--- src/rtl/lsu_pkg.sv ---
// lsu_pkg: shared constants for the RV32I memory stage.
//   - mem_op encodings (NONE/LOAD/STORE; 3 is reserved and behaves as NONE)
//   - RV32I load/store funct3 codes
//   - FSM state and access-size enums
//   - acc_size(): access width for a load or store funct3
//     (invalid funct3 decodes as a word access)
package lsu_pkg;

  localparam logic [1:0] MEM_NONE  = 2'd0;
  localparam logic [1:0] MEM_LOAD  = 2'd1;
  localparam logic [1:0] MEM_STORE = 2'd2;

  localparam logic [2:0] F3_LB  = 3'b000;
  localparam logic [2:0] F3_LH  = 3'b001;
  localparam logic [2:0] F3_LW  = 3'b010;
  localparam logic [2:0] F3_LBU = 3'b100;
  localparam logic [2:0] F3_LHU = 3'b101;
  localparam logic [2:0] F3_SB  = 3'b000;
  localparam logic [2:0] F3_SH  = 3'b001;
  localparam logic [2:0] F3_SW  = 3'b010;

  typedef enum logic [1:0] {ST_IDLE, ST_REQ, ST_RESP} lsu_state_e;
  typedef enum logic [1:0] {SZ_BYTE, SZ_HALF, SZ_WORD} acc_size_e;

  function automatic acc_size_e acc_size(input logic is_load, input logic [2:0] f3);
    acc_size_e sz;
    sz = SZ_WORD;
    if (is_load) begin
      case (f3)
        F3_LB, F3_LBU: sz = SZ_BYTE;
        F3_LH, F3_LHU: sz = SZ_HALF;
        default:       sz = SZ_WORD;
      endcase
    end else begin
      case (f3)
        F3_SB:   sz = SZ_BYTE;
        F3_SH:   sz = SZ_HALF;
        default: sz = SZ_WORD;
      endcase
    end
    return sz;
  endfunction

endpackage

--- src/rtl/lsu_align.sv ---
// lsu_align: combinational lane logic for the memory stage.
//   Request side (from EX): i_mem_op, i_funct3, i_addr_lo, i_st_data
//     -> o_misalign, o_st_be, o_st_wdata
//   Response side (captured request): i_ld_funct3, i_ld_addr_lo, i_ld_rdata
//     -> o_ld_data (selected lane, sign/zero extended)
module lsu_align
  import lsu_pkg::*;
(
  input  logic [1:0]  i_mem_op,
  input  logic [2:0]  i_funct3,
  input  logic [1:0]  i_addr_lo,
  input  logic [31:0] i_st_data,
  output logic        o_misalign,
  output logic [3:0]  o_st_be,
  output logic [31:0] o_st_wdata,
  input  logic [2:0]  i_ld_funct3,
  input  logic [1:0]  i_ld_addr_lo,
  input  logic [31:0] i_ld_rdata,
  output logic [31:0] o_ld_data
);

  acc_size_e   w_size;
  logic        w_is_mem;
  logic [7:0]  w_byte;
  logic [15:0] w_half;

  always_comb begin
    w_size     = acc_size(i_mem_op == MEM_LOAD, i_funct3);
    w_is_mem   = (i_mem_op == MEM_LOAD) || (i_mem_op == MEM_STORE);
    o_misalign = w_is_mem &&
                 (((w_size == SZ_HALF) && i_addr_lo[0]) ||
                  ((w_size == SZ_WORD) && (i_addr_lo != 2'b00)));
    case (w_size)
      SZ_BYTE: begin
        o_st_be    = 4'b0001 << i_addr_lo;
        o_st_wdata = {4{i_st_data[7:0]}};
      end
      SZ_HALF: begin
        o_st_be    = i_addr_lo[1] ? 4'b1100 : 4'b0011;
        o_st_wdata = {2{i_st_data[15:0]}};
      end
      default: begin
        o_st_be    = '1;
        o_st_wdata = i_st_data;
      end
    endcase
  end

  always_comb begin
    case (i_ld_addr_lo)
      2'd0:    w_byte = i_ld_rdata[7:0];
      2'd1:    w_byte = i_ld_rdata[15:8];
      2'd2:    w_byte = i_ld_rdata[23:16];
      default: w_byte = i_ld_rdata[31:24];
    endcase
    w_half = i_ld_addr_lo[1] ? i_ld_rdata[31:16] : i_ld_rdata[15:0];
    case (i_ld_funct3)
      F3_LB:   o_ld_data = {{24{w_byte[7]}}, w_byte};
      F3_LBU:  o_ld_data = {24'h0, w_byte};
      F3_LH:   o_ld_data = {{16{w_half[15]}}, w_half};
      F3_LHU:  o_ld_data = {16'h0, w_half};
      default: o_ld_data = i_ld_rdata;
    endcase
  end

endmodule

--- src/rtl/mem_lsu.sv ---
// mem_lsu: RV32I memory stage. Passes ALU results through to MEM/WB, or runs a
// single req/gnt/rvalid data-memory transaction for loads and stores.
//   EX side : ex_valid, ex_result, ex_store_data, ex_mem_op, ex_funct3, ex_rd,
//             ex_reg_we in; lsu_stall out (high whenever not IDLE)
//   Bus     : dmem_req/we/addr/wdata/be out; dmem_gnt/rvalid/rdata in
//   WB      : wb_valid/we/rd/data registered outputs; misalign one-cycle pulse
module mem_lsu
  import lsu_pkg::*;
#(
  parameter int unsigned XLEN   = 32,
  parameter int unsigned ADDR_W = 32
) (
  input  logic              clk,
  input  logic              rst,
  input  logic              ex_valid,
  input  logic [XLEN-1:0]   ex_result,
  input  logic [XLEN-1:0]   ex_store_data,
  input  logic [1:0]        ex_mem_op,
  input  logic [2:0]        ex_funct3,
  input  logic [4:0]        ex_rd,
  input  logic              ex_reg_we,
  output logic              lsu_stall,
  output logic              dmem_req,
  output logic              dmem_we,
  output logic [ADDR_W-1:0] dmem_addr,
  output logic [XLEN-1:0]   dmem_wdata,
  output logic [3:0]        dmem_be,
  input  logic              dmem_gnt,
  input  logic              dmem_rvalid,
  input  logic [XLEN-1:0]   dmem_rdata,
  output logic              wb_valid,
  output logic              wb_we,
  output logic [4:0]        wb_rd,
  output logic [XLEN-1:0]   wb_data,
  output logic              misalign
);

  lsu_state_e r_state, w_state_nxt;

  logic [ADDR_W-3:0] r_addr_hi;
  logic [1:0]        r_addr_lo;
  logic              r_we;
  logic [3:0]        r_be;
  logic [XLEN-1:0]   r_wdata;
  logic [2:0]        r_funct3;
  logic [4:0]        r_rd;
  logic              r_reg_we;

  logic              r_wb_valid, r_wb_we, r_misalign;
  logic [4:0]        r_wb_rd;
  logic [XLEN-1:0]   r_wb_data;

  logic              w_wb_valid, w_wb_we, w_misalign_nxt, w_capture;
  logic [4:0]        w_wb_rd;
  logic [XLEN-1:0]   w_wb_data;
  logic              w_is_load, w_is_store;
  logic              w_misalign;
  logic [3:0]        w_st_be;
  logic [XLEN-1:0]   w_st_wdata, w_ld_data;

  assign w_is_load  = (ex_mem_op == MEM_LOAD);
  assign w_is_store = (ex_mem_op == MEM_STORE);

  lsu_align u_align (
    .i_mem_op     (ex_mem_op),
    .i_funct3     (ex_funct3),
    .i_addr_lo    (ex_result[1:0]),
    .i_st_data    (ex_store_data),
    .o_misalign   (w_misalign),
    .o_st_be      (w_st_be),
    .o_st_wdata   (w_st_wdata),
    .i_ld_funct3  (r_funct3),
    .i_ld_addr_lo (r_addr_lo),
    .i_ld_rdata   (dmem_rdata),
    .o_ld_data    (w_ld_data)
  );

  always_ff @(posedge clk or posedge rst) begin
    if (rst) r_state <= ST_IDLE;
    else     r_state <= w_state_nxt;
  end

  always_comb begin
    w_state_nxt    = r_state;
    w_capture      = 1'b0;
    w_wb_valid     = 1'b0;
    w_wb_we        = 1'b0;
    w_misalign_nxt = 1'b0;
    w_wb_rd        = r_wb_rd;
    w_wb_data      = r_wb_data;
    case (r_state)
      ST_IDLE: begin
        if (ex_valid) begin
          if ((w_is_load || w_is_store) && w_misalign) begin
            w_misalign_nxt = 1'b1;
            w_wb_valid     = 1'b1;
            w_wb_rd        = ex_rd;
          end else if (w_is_load || w_is_store) begin
            w_capture   = 1'b1;
            w_state_nxt = ST_REQ;
          end else begin
            w_wb_valid = 1'b1;
            w_wb_we    = ex_reg_we;
            w_wb_rd    = ex_rd;
            w_wb_data  = ex_result;
          end
        end
      end
      ST_REQ: begin
        if (dmem_gnt) begin
          if (r_we) begin
            w_wb_valid  = 1'b1;
            w_wb_rd     = r_rd;
            w_state_nxt = ST_IDLE;
          end else begin
            w_state_nxt = ST_RESP;
          end
        end
      end
      ST_RESP: begin
        if (dmem_rvalid) begin
          w_wb_valid  = 1'b1;
          w_wb_we     = r_reg_we;
          w_wb_rd     = r_rd;
          w_wb_data   = w_ld_data;
          w_state_nxt = ST_IDLE;
        end
      end
      default: w_state_nxt = ST_IDLE;
    endcase
  end

  always_ff @(posedge clk or posedge rst) begin
    if (rst) begin
      r_addr_hi  <= '0;
      r_addr_lo  <= '0;
      r_we       <= 1'b0;
      r_be       <= '0;
      r_wdata    <= '0;
      r_funct3   <= '0;
      r_rd       <= '0;
      r_reg_we   <= 1'b0;
      r_wb_valid <= 1'b0;
      r_wb_we    <= 1'b0;
      r_wb_rd    <= '0;
      r_wb_data  <= '0;
      r_misalign <= 1'b0;
    end else begin
      r_wb_valid <= w_wb_valid;
      r_wb_we    <= w_wb_we;
      r_wb_rd    <= w_wb_rd;
      r_wb_data  <= w_wb_data;
      r_misalign <= w_misalign_nxt;
      if (w_capture) begin
        r_addr_hi <= ex_result[ADDR_W-1:2];
        r_addr_lo <= ex_result[1:0];
        r_we      <= w_is_store;
        r_be      <= w_is_store ? w_st_be : 4'b1111;
        r_wdata   <= w_is_store ? w_st_wdata : '0;
        r_funct3  <= ex_funct3;
        r_rd      <= ex_rd;
        r_reg_we  <= ex_reg_we;
      end
    end
  end

  assign lsu_stall  = (r_state != ST_IDLE);
  assign dmem_req   = (r_state == ST_REQ);
  assign dmem_we    = r_we;
  assign dmem_addr  = {r_addr_hi, 2'b00};
  assign dmem_wdata = r_wdata;
  assign dmem_be    = r_be;
  assign wb_valid   = r_wb_valid;
  assign wb_we      = r_wb_we;
  assign wb_rd      = r_wb_rd;
  assign wb_data    = r_wb_data;
  assign misalign   = r_misalign;

endmodule

--- config.mk ---
export PLATFORM = sky130hd
export DESIGN_NAME = mem_lsu
export DESIGN_NICKNAME = d
export VERILOG_FILES = /design/src/rtl/lsu_pkg.sv /design/src/rtl/lsu_align.sv /design/src/rtl/mem_lsu.sv
export SDC_FILE = /design/constraint.sdc
export NUM_CORES = 1
export LEC_CHECK = 0
export CAP_MARGIN = 20
export CORE_MARGIN = 1.5
export CORE_UTILIZATION = 39
export DETAILED_ROUTE_END_ITERATION = 8
export HOLD_SLACK_MARGIN = 0.12
export PLACE_DENSITY_LB_ADDON = 0.05
export SLEW_MARGIN = 40
export SYNTH_ARGS = -nofsm -noshare
export SYNTH_HDL_FRONTEND = slang
export SYNTH_SLANG_ARGS = --single-unit
--- constraint.sdc ---
create_clock -name clk -period 4 [get_ports clk]
set_input_delay 0.8 -clock clk [delete_from_list [all_inputs] [get_ports clk]]
set_output_delay 0.8 -clock clk [all_outputs]
set_load 0.02 [all_outputs]
==> flow_metrics.tcl, run 1 <==
set metrics [dict create \
    status "finished clean" \
    diodes 0 \
    report.final.slew_viol_count 0 \
    rsz0062_at_grt "no" \
    die-area_um2 16300 \
    gp_congestion 0.861 \
    dr_wl_met3_um 1540 \
    tightest_slew_ps 690 \
    grt_usage 0.246 \
    worstPathArrival_ps 2040 \
    yosysUniqueCellTypes 54 \
    leakagePower_nw 4.03 \
    ios 223 \
    ant_nets 0 \
    placed_cells 1046 \
    root_buffer "clkbuf_16" \
    period_minus_slack_ps 2840 \
    maxCapViolations 0 \
    cts_tree "built" \
    peakVddDrop_mv 0.380 \
    die_h_um 128 \
    worstPathMaxFanout 7 \
    max_freq_mhz 352 \
    cp-end-kind "primary output" \
    drt_first_pass_iters 5 \
    syn_inst 671 \
    path_clk_slew_ps 60 \
    yosysSeqAreaShare 0.494 \
    relSlewSlack 0.540 \
    drt_iter0_drc 423 \
    numClockSinks 120 \
    post-route-period-util 0.710 \
    cts_buffer_depth 2 \
    routed_via_density 5.34 \
    setup_violations 0 \
    min_path_type "flip-flop to flip-flop" \
    syn_area_per_cell_um2 9.06 \
    dp.final_hpwl_um 14000 \
    finalNonFillerCells 1078 \
    htreeDepth 4 \
    register_area_um2 3000 \
    cts_hold_buf 0 \
    postCtsSetupBuffers 0 \
    multi_input_area_um2 2800 \
    synth_ff_type "dfrtp_1" \
    dieWidth_um 128 \
    io_buffers 220 \
    path_class "flip-flop to primary output" \
    hold_viol 0 \
    p_per_area_nw_per_um2 805 \
    n_fill_cell 1343 \
    wl_met2_um 9190 \
    cts_resized 0 \
    start_kind "flip-flop" \
    rows 45 \
    clock_skew_ps 5.33 \
    top_layer_used "met4" \
    final.setup.tns_ps 0 \
    fin_nets 995 \
    layout_common_cells "nand2_1 (232), clkdlybuf4s50_1 (220), dfrtp_1 (120), mux2_2 (34), nor2_1 (33)" \
    yosys.area.top_type "dfrtp_1" \
    place_worst_setup_slack_ps 760 \
    synth_edf_count 0 \
    setup_slack_ps 1160 \
    wl_per_cell_um 18.2 \
    final_common_cell "nand2_1" \
    cts_buffers 17 \
    ys_warn_count 0 \
    holdWs_ps 461 \
    antenna_found_initial 0 \
    drt-total-wl_um 19600 \
    syn_area_um2 6080 \
    synth-async-reset-ratio 1.00 \
    initial_core_util 0.400 \
    synth_area_leaders "dfrtp_1 (49%), nand2_1 (14%), mux2_2 (6.3%)" \
    grt_pass1_wl_um 30900 \
    area_growth_syn_to_layout_pct 48.7 \
    grt_max_degree 78 \
    netlist.area_leader.share 0.494 \
    core_region_area_um2 15200 \
    clk_latency_ps 420 \
    grt_overflow 0 \
    drc 0 \
    vias 5754 \
    cp.required_ps 3200 \
    grt_pass1_vias 5712 \
    synth-seq-cells 120 \
    met1Wirelength_um 8370 \
    drive_gt1_frac 0.112 \
]
[cells by family after synthesis]
| family | synth area share |
|---|---|
| and+or+nand+nor | 0.225 |
| DFF | 0.494 |
| AOI/OAI and AO/OA | 0.138 |
| buffers and inverters | 0.0486 |
| muxes | 0.0817 |
| adders and majority gates | 0.0123 |
| other | 0.000617 |
[metrics by stage]
step                      utilization  total power [mW]  area, um2
after global placement          0.554              5.62       8420
after CTS                       0.595              7.33       9040
final                           0.595              7.28       9040
after global routing            0.595              7.74       9040
after detailed placement        0.554              5.70       8420
after floorplan                     -              4.17       6080
[cells in the mapped netlist (2+ instances only)]
library cell,n
o2111ai_1,10
a31oi_1,5
a22oi_1,7
or3_1,2
buf_6,2
and2b_1,2
a21o_1,4
o21a_1,4
o221ai_1,3
a211oi_1,7
and3_1,2
nand2b_1,3
dfrtp_1,120
clkbuf_1,20
o21ai_0,12
nor3_1,17
mux2i_1,10
a221oi_1,12
nand2_1,232
o311ai_0,4
a211oi_2,10
nor2_1,33
nand3_1,28
mux2_2,34
o22ai_1,9
a21oi_1,11
buf_2,21
buf_4,4
ha_1,6
inv_1,13
[state kept, by name, indices dropped and copies added, names as in the netlist]
name and flops:
r_funct3 3, wb_we 1, r_state 2, r_rd 5, dmem_wdata 32, dmem_we 1
misalign 1, wb_valid 1, dmem_be 4, r_addr_lo 2, r_addr_hi 30, wb_data 32
wb_rd 5, r_reg_we 1
[layout make-up]
cell class | instances | area share
repair buffers | 235 | 0.257
clock inverters | 10 | 0.0159
clock buffers | 22 | 0.0525
flip-flops and latches | 120 | 0.332
inverters | 14 | 0.00651
well taps | 188 | 0.0260
multi-input cells | 489 | 0.309
[power breakdown]
| group | internal, mW | total (mW) | switching (mW) |
|---|---|---|---|
| registers | 1.75 | 2.09 | 0.342 |
| clock network | 1.03 | 1.60 | 0.570 |
| logic | 1.60 | 3.59 | 1.99 |
| total | 4.38 | 7.28 | 2.90 |
[layer usage]
metal,vias to the layer above,track usage
met2,235,0.392
li1,2710,-
met3,37,0.0730
met1,2772,0.313
met5,-,0
met4,0,0.103
[path summary, 6_finish.rpt]
path | startpoint | to | slack, ps | cells after the start
max in group asynchronous | rst | dmem_wdata[31] | 2330 | 3
worst min register to register | dmem_wdata[1] | dmem_wdata[1] | 460 | 2
worst max register to register | r_state[0] | wb_data[9] | 1610 | 7
worst max-delay path | r_state[0] | lsu_stall | 1160 | 4
worst min-delay path | dmem_wdata[1] | dmem_wdata[1] | 460 | 2
min in group asynchronous | rst | r_addr_hi[19] | 890 | 2
[critical path, cell delays in order (launching register included)]
cell             delay [ps]
dfrtp_1                 410
inv_1                   100
ha_1                    390
inv_1                   160
clkdlybuf4s50_1         570
(Power assumes the default switching activity.)
==> inputs of run 2 (changes only) <==
==> constraint.sdc (replaced) <==
create_clock -name clk -period 2.75 [get_ports clk]
set_input_delay 0.55 -clock clk [delete_from_list [all_inputs] [get_ports clk]]
set_output_delay 0.55 -clock clk [all_outputs]
set_load 0.02 [all_outputs]
==> flow_metrics.tcl, run 2 (synthesized netlist as in run 1, its figures left out) <==
set metrics [dict create \
    setup_slack_ps 107 \
    drt_iter0_drc 431 \
    clock_skew_ps 6.06 \
    drive_gt1_frac 0.118 \
    dp.final_hpwl_um 13900 \
    ant_nets 0 \
    grt_overflow 0 \
    finish.instance_area_um2 9090 \
    vias 5747 \
    numClockSinks 120 \
    initial_core_util 0.400 \
    relSlewSlack 0.488 \
    grt-busiest-layer "met2" \
    cp-end-kind "primary output" \
    grt_pass1_vias 5676 \
    reg2reg_slack_ps 490 \
    cp.required_ps 2200 \
    drt_first_pass_iters 5 \
    cts_buffers 17 \
    crit-reg2reg-launch "r_state[0]" \
    grt_max_degree 121 \
    holdWs_ps 469 \
    final_core_util 0.598 \
    dieWidth_um 128 \
    io_buffers 220 \
    rows 45 \
    area_growth_syn_to_layout_pct 49.5 \
    crit_path_end "lsu_stall" \
    core_region_area_um2 15200 \
    die-area_um2 16300 \
    grtUsageMet2 0.387 \
    layout_common_cells "nand2_1 (232), clkdlybuf4s50_1 (220), dfrtp_1 (120), mux2_2 (34), nor2_1 (33)" \
    path_clk_slew_ps 50 \
    path_class "flip-flop to primary output" \
    gp_congestion 0.864 \
    tightest_slew_ps 768 \
    drt-total-wl_um 19300 \
    post-route-period-util 0.961 \
    crit_path_start "r_state[0]" \
    antenna_found_initial 0 \
    worstPathMaxFanout 7 \
    grt_usage 0.242 \
    wl_per_cell_um 17.8 \
    postCtsSetupBuffers 0 \
    drc 0 \
    rsz0062_at_grt "no" \
    peakVddDrop_mv 0.567 \
    min_path_type "flip-flop to flip-flop" \
    setup_violations 0 \
    max_freq_mhz 378 \
    leakagePower_nw 4.07 \
    grt_pass1_wl_um 30600 \
    placed_cells 1052 \
    final_common_cell "nand2_1" \
    cts_hold_buf 0 \
    root_buffer "clkbuf_16" \
    ios 223 \
    finalNonFillerCells 1083 \
    final.setup.tns_ps 0 \
    worstPathArrival_ps 2090 \
    cts_buffer_depth 2 \
    diodes 0 \
    start_kind "flip-flop" \
    r2r-end "wb_data[13]" \
    die_h_um 128 \
    p_per_area_nw_per_um2 1170 \
    cts_tree "built" \
    report.final.slew_viol_count 0 \
    place_worst_setup_slack_ps 82.8 \
    worst-r2r-cell-count 7 \
    clk_latency_ps 410 \
    routed_via_density 5.31 \
    cts_resized 0 \
    maxCapViolations 0 \
    use_met3 0.0647 \
    period_minus_slack_ps 2640 \
    finalPower_mw 10.6 \
    htreeDepth 4 \
    status "finished clean" \
    grt_util_met1 0.324 \
    dpl-instance-area_um2 8490 \
    hold_viol 0 \
    fin_nets 1001 \
]
## run 2: worst min-delay path by stage
stage                        start  depth (start not counted)  slack (ps)              to
finish               dmem_wdata[0]                          2         470   dmem_wdata[0]
global route        dmem_wdata[19]                          2         490  dmem_wdata[19]
CTS                  dmem_wdata[0]                          2         470   dmem_wdata[0]
detailed placement  dmem_wdata[19]                          2         460  dmem_wdata[19]
global placement     dmem_wdata[1]                          2         450   dmem_wdata[1]
floorplan                  r_rd[0]                          2         440         r_rd[0]
## run 2: report_power, final
part	internal (mW)	total, mW	leakage [nW]	switching, mW
registers	2.54	3.07	1.49	0.525
clock network	1.48	2.26	0.302	0.783
logic	2.40	5.28	2.28	2.88
## run 2: critical path, cell delays in order, from the launching register on
cell and delay, ps:
dfrtp_1 420, inv_1 110, ha_1 400, inv_1 180
clkdlybuf4s50_1 570
## run 2: cell type report
type	instances	area, um2
Fill cell	1362	6120
Multi-Input combinational cell	489	2800
Clock inverter	10	125
Inverter	14	57.6
Tap cell	188	235
Timing Repair Buffer	241	2400
Sequential cell	120	3000
Clock buffer	21	470
## run 2: metal layers
metal / part of all wire / up-vias
met4: 0.015 / 0
li1: - / 2718
met5: 0 / -
met3: 0.074 / 23
met2: 0.48 / 237
met1: 0.44 / 2769
==> inputs of run 3 (changes only) <==
==> constraint.sdc (replaced) <==
create_clock -name clk -period 2.75 [get_ports clk]
set_input_delay 0.55 -clock clk [delete_from_list [all_inputs] [get_ports clk]]
set_output_delay 0.55 -clock clk [all_outputs]
set_load 0.05 [all_outputs]
==> flow_metrics.tcl, run 3 (synthesized netlist as in run 1, its figures left out) <==
set metrics [dict create \
    status "finished clean" \
    internal_power_mw 6.53 \
    fin_nets 1002 \
    cp-end-kind "primary output" \
    start_kind "flip-flop" \
    routed_via_density 5.37 \
    wl_per_cell_um 18.2 \
    grt_pass1_vias 5984 \
    gp_congestion 0.858 \
    grt_usage 0.247 \
    worstPathMaxFanout 4 \
    initial_core_util 0.400 \
    cp.buffers_inverters 3 \
    max_freq_mhz 375 \
    drt_iter0_drc 543 \
    drive_gt1_frac 0.120 \
    grt_pass1_wl_um 31200 \
    leakagePower_nw 4.08 \
    layout_common_cells "nand2_1 (232), clkdlybuf4s50_1 (220), dfrtp_1 (120), mux2_2 (34), nor2_1 (33)" \
    crit_family "buffers and inverters" \
    cts_tree "built" \
    final.setup.tns_ps 0 \
    worstPathCellList "inv_1 -> ha_1 -> inv_1 -> clkdlybuf4s50_1" \
    p_clk_frac 0.196 \
    diodes 0 \
    clk_latency_ps 420 \
    htreeDepth 4 \
    area_growth_syn_to_layout_pct 50.5 \
    grt_max_degree 121 \
    worst_path_most_repeated_cell "inv_1" \
    post-route-period-util 0.969 \
    rsz0062_at_grt "no" \
    io_buffers 220 \
    drc 0 \
    cts_buffer_depth 2 \
    cp.required_ps 2200 \
    slowest_stage "clkdlybuf4s50_1" \
    tightest_slew_ps 743 \
    maxCapViolations 0 \
    grt_overflow 0 \
    postCtsSetupBuffers 0 \
    die_h_um 128 \
    cts_buffers 17 \
    cts_resized 0 \
    relSlewSlack 0.505 \
    ios 223 \
    slowest_delay_ps 840 \
    min_path_type "flip-flop to flip-flop" \
    p_per_area_nw_per_um2 1350 \
    cts_hold_buf 0 \
    vias 5824 \
    finalNonFillerCells 1085 \
    worstPathArrival_ps 2120 \
    p_sw_frac 0.470 \
    drt-total-wl_um 19700 \
    n_fill_cell 1330 \
    placed_cells 1053 \
    peakVddDrop_mv 0.664 \
    p_comb_frac 0.555 \
    hold_viol 0 \
    dieWidth_um 128 \
    numClockSinks 120 \
    antenna_found_initial 0 \
    final_common_cell "nand2_1" \
    switchingPower_mw 5.80 \
    ant_nets 0 \
    clock_skew_ps 5.78 \
    core_region_area_um2 15200 \
    dp.final_hpwl_um 14100 \
    die-area_um2 16300 \
    drt_first_pass_iters 5 \
    setup_violations 0 \
    rows 45 \
    p_seq_frac 0.249 \
    period_minus_slack_ps 2670 \
    root_buffer "clkbuf_16" \
    report.final.slew_viol_count 0 \
    path_clk_slew_ps 60 \
    path_class "flip-flop to primary output" \
]
## run 3: cell count changes in the layout (fill, tap and decap cells not counted)
cell	delta
clkinvlp_4	+3
clkinv_2	-5
buf_12	+1
bufinv_16	+1
clkinv_4	+2
## run 3: area by class of cell
cell class	count	area, um2	share of cell area
sequential	120	3000	0.328
multi-input combinational	489	2800	0.306
timing repair buffer	242	2420	0.264
clock buffer	21	470	0.0514
tap	188	235	0.0257
clock inverter	11	170	0.0186
inverter	14	57.6	0.00629
## run 3: tightest hold or removal path, stage by stage, from the launching register on
cell and delay [ps]:
dfrtp_1 330, nand2_1 50, nand2_1 50
## run 3: routing by layer
layer	wire length, um	share of wire	global-route usage
met1	8410	0.43	0.320
met2	9400	0.48	0.397
met4	434	0.022	0.0892
met5	0	0	0
met3	1480	0.075	0.0714
## run 3: stage by stage
step            util  instance area [um2]  power, mW  setup slack (ps)  hold slack (ps)
6_report       0.602                 9150       12.3              84.1              465
5_1_grt        0.602                 9150       13.0              16.1              487
4_1_cts        0.602                 9150       12.4               100              468
3_5_place_dp   0.560                 8510       9.96              62.6              455
3_3_place_gp   0.560                 8510       9.82               136              451
2_1_floorplan      -                 6090       7.60               536              440
## run 3: worst paths after layout
kind                                  end  cells after the start  slack, ps      startpoint
max                             lsu_stall                      4         80      r_state[0]
min                        dmem_wdata[14]                      2        460  dmem_wdata[14]
max reg2reg                      wb_rd[1]                      7        610      r_state[1]
min reg2reg                dmem_wdata[14]                      2        460  dmem_wdata[14]
max in group asynchronous      wb_data[6]                      3       1540             rst
min in group asynchronous    r_addr_hi[4]                      3        640             rst
## run 3: power by group through the flow
stage | registers, mW | logic (mW) | clock network (mW)
6_report | 3.07 | 6.85 | 2.41
5_1_grt | 3.17 | 7.31 | 2.52
4_1_cts | 3.07 | 6.89 | 2.45
3_5_place_dp | 3.09 | 6.87 | 0
3_3_place_gp | 3.05 | 6.76 | 0
2_1_floorplan | 5.23 | 2.37 | 0
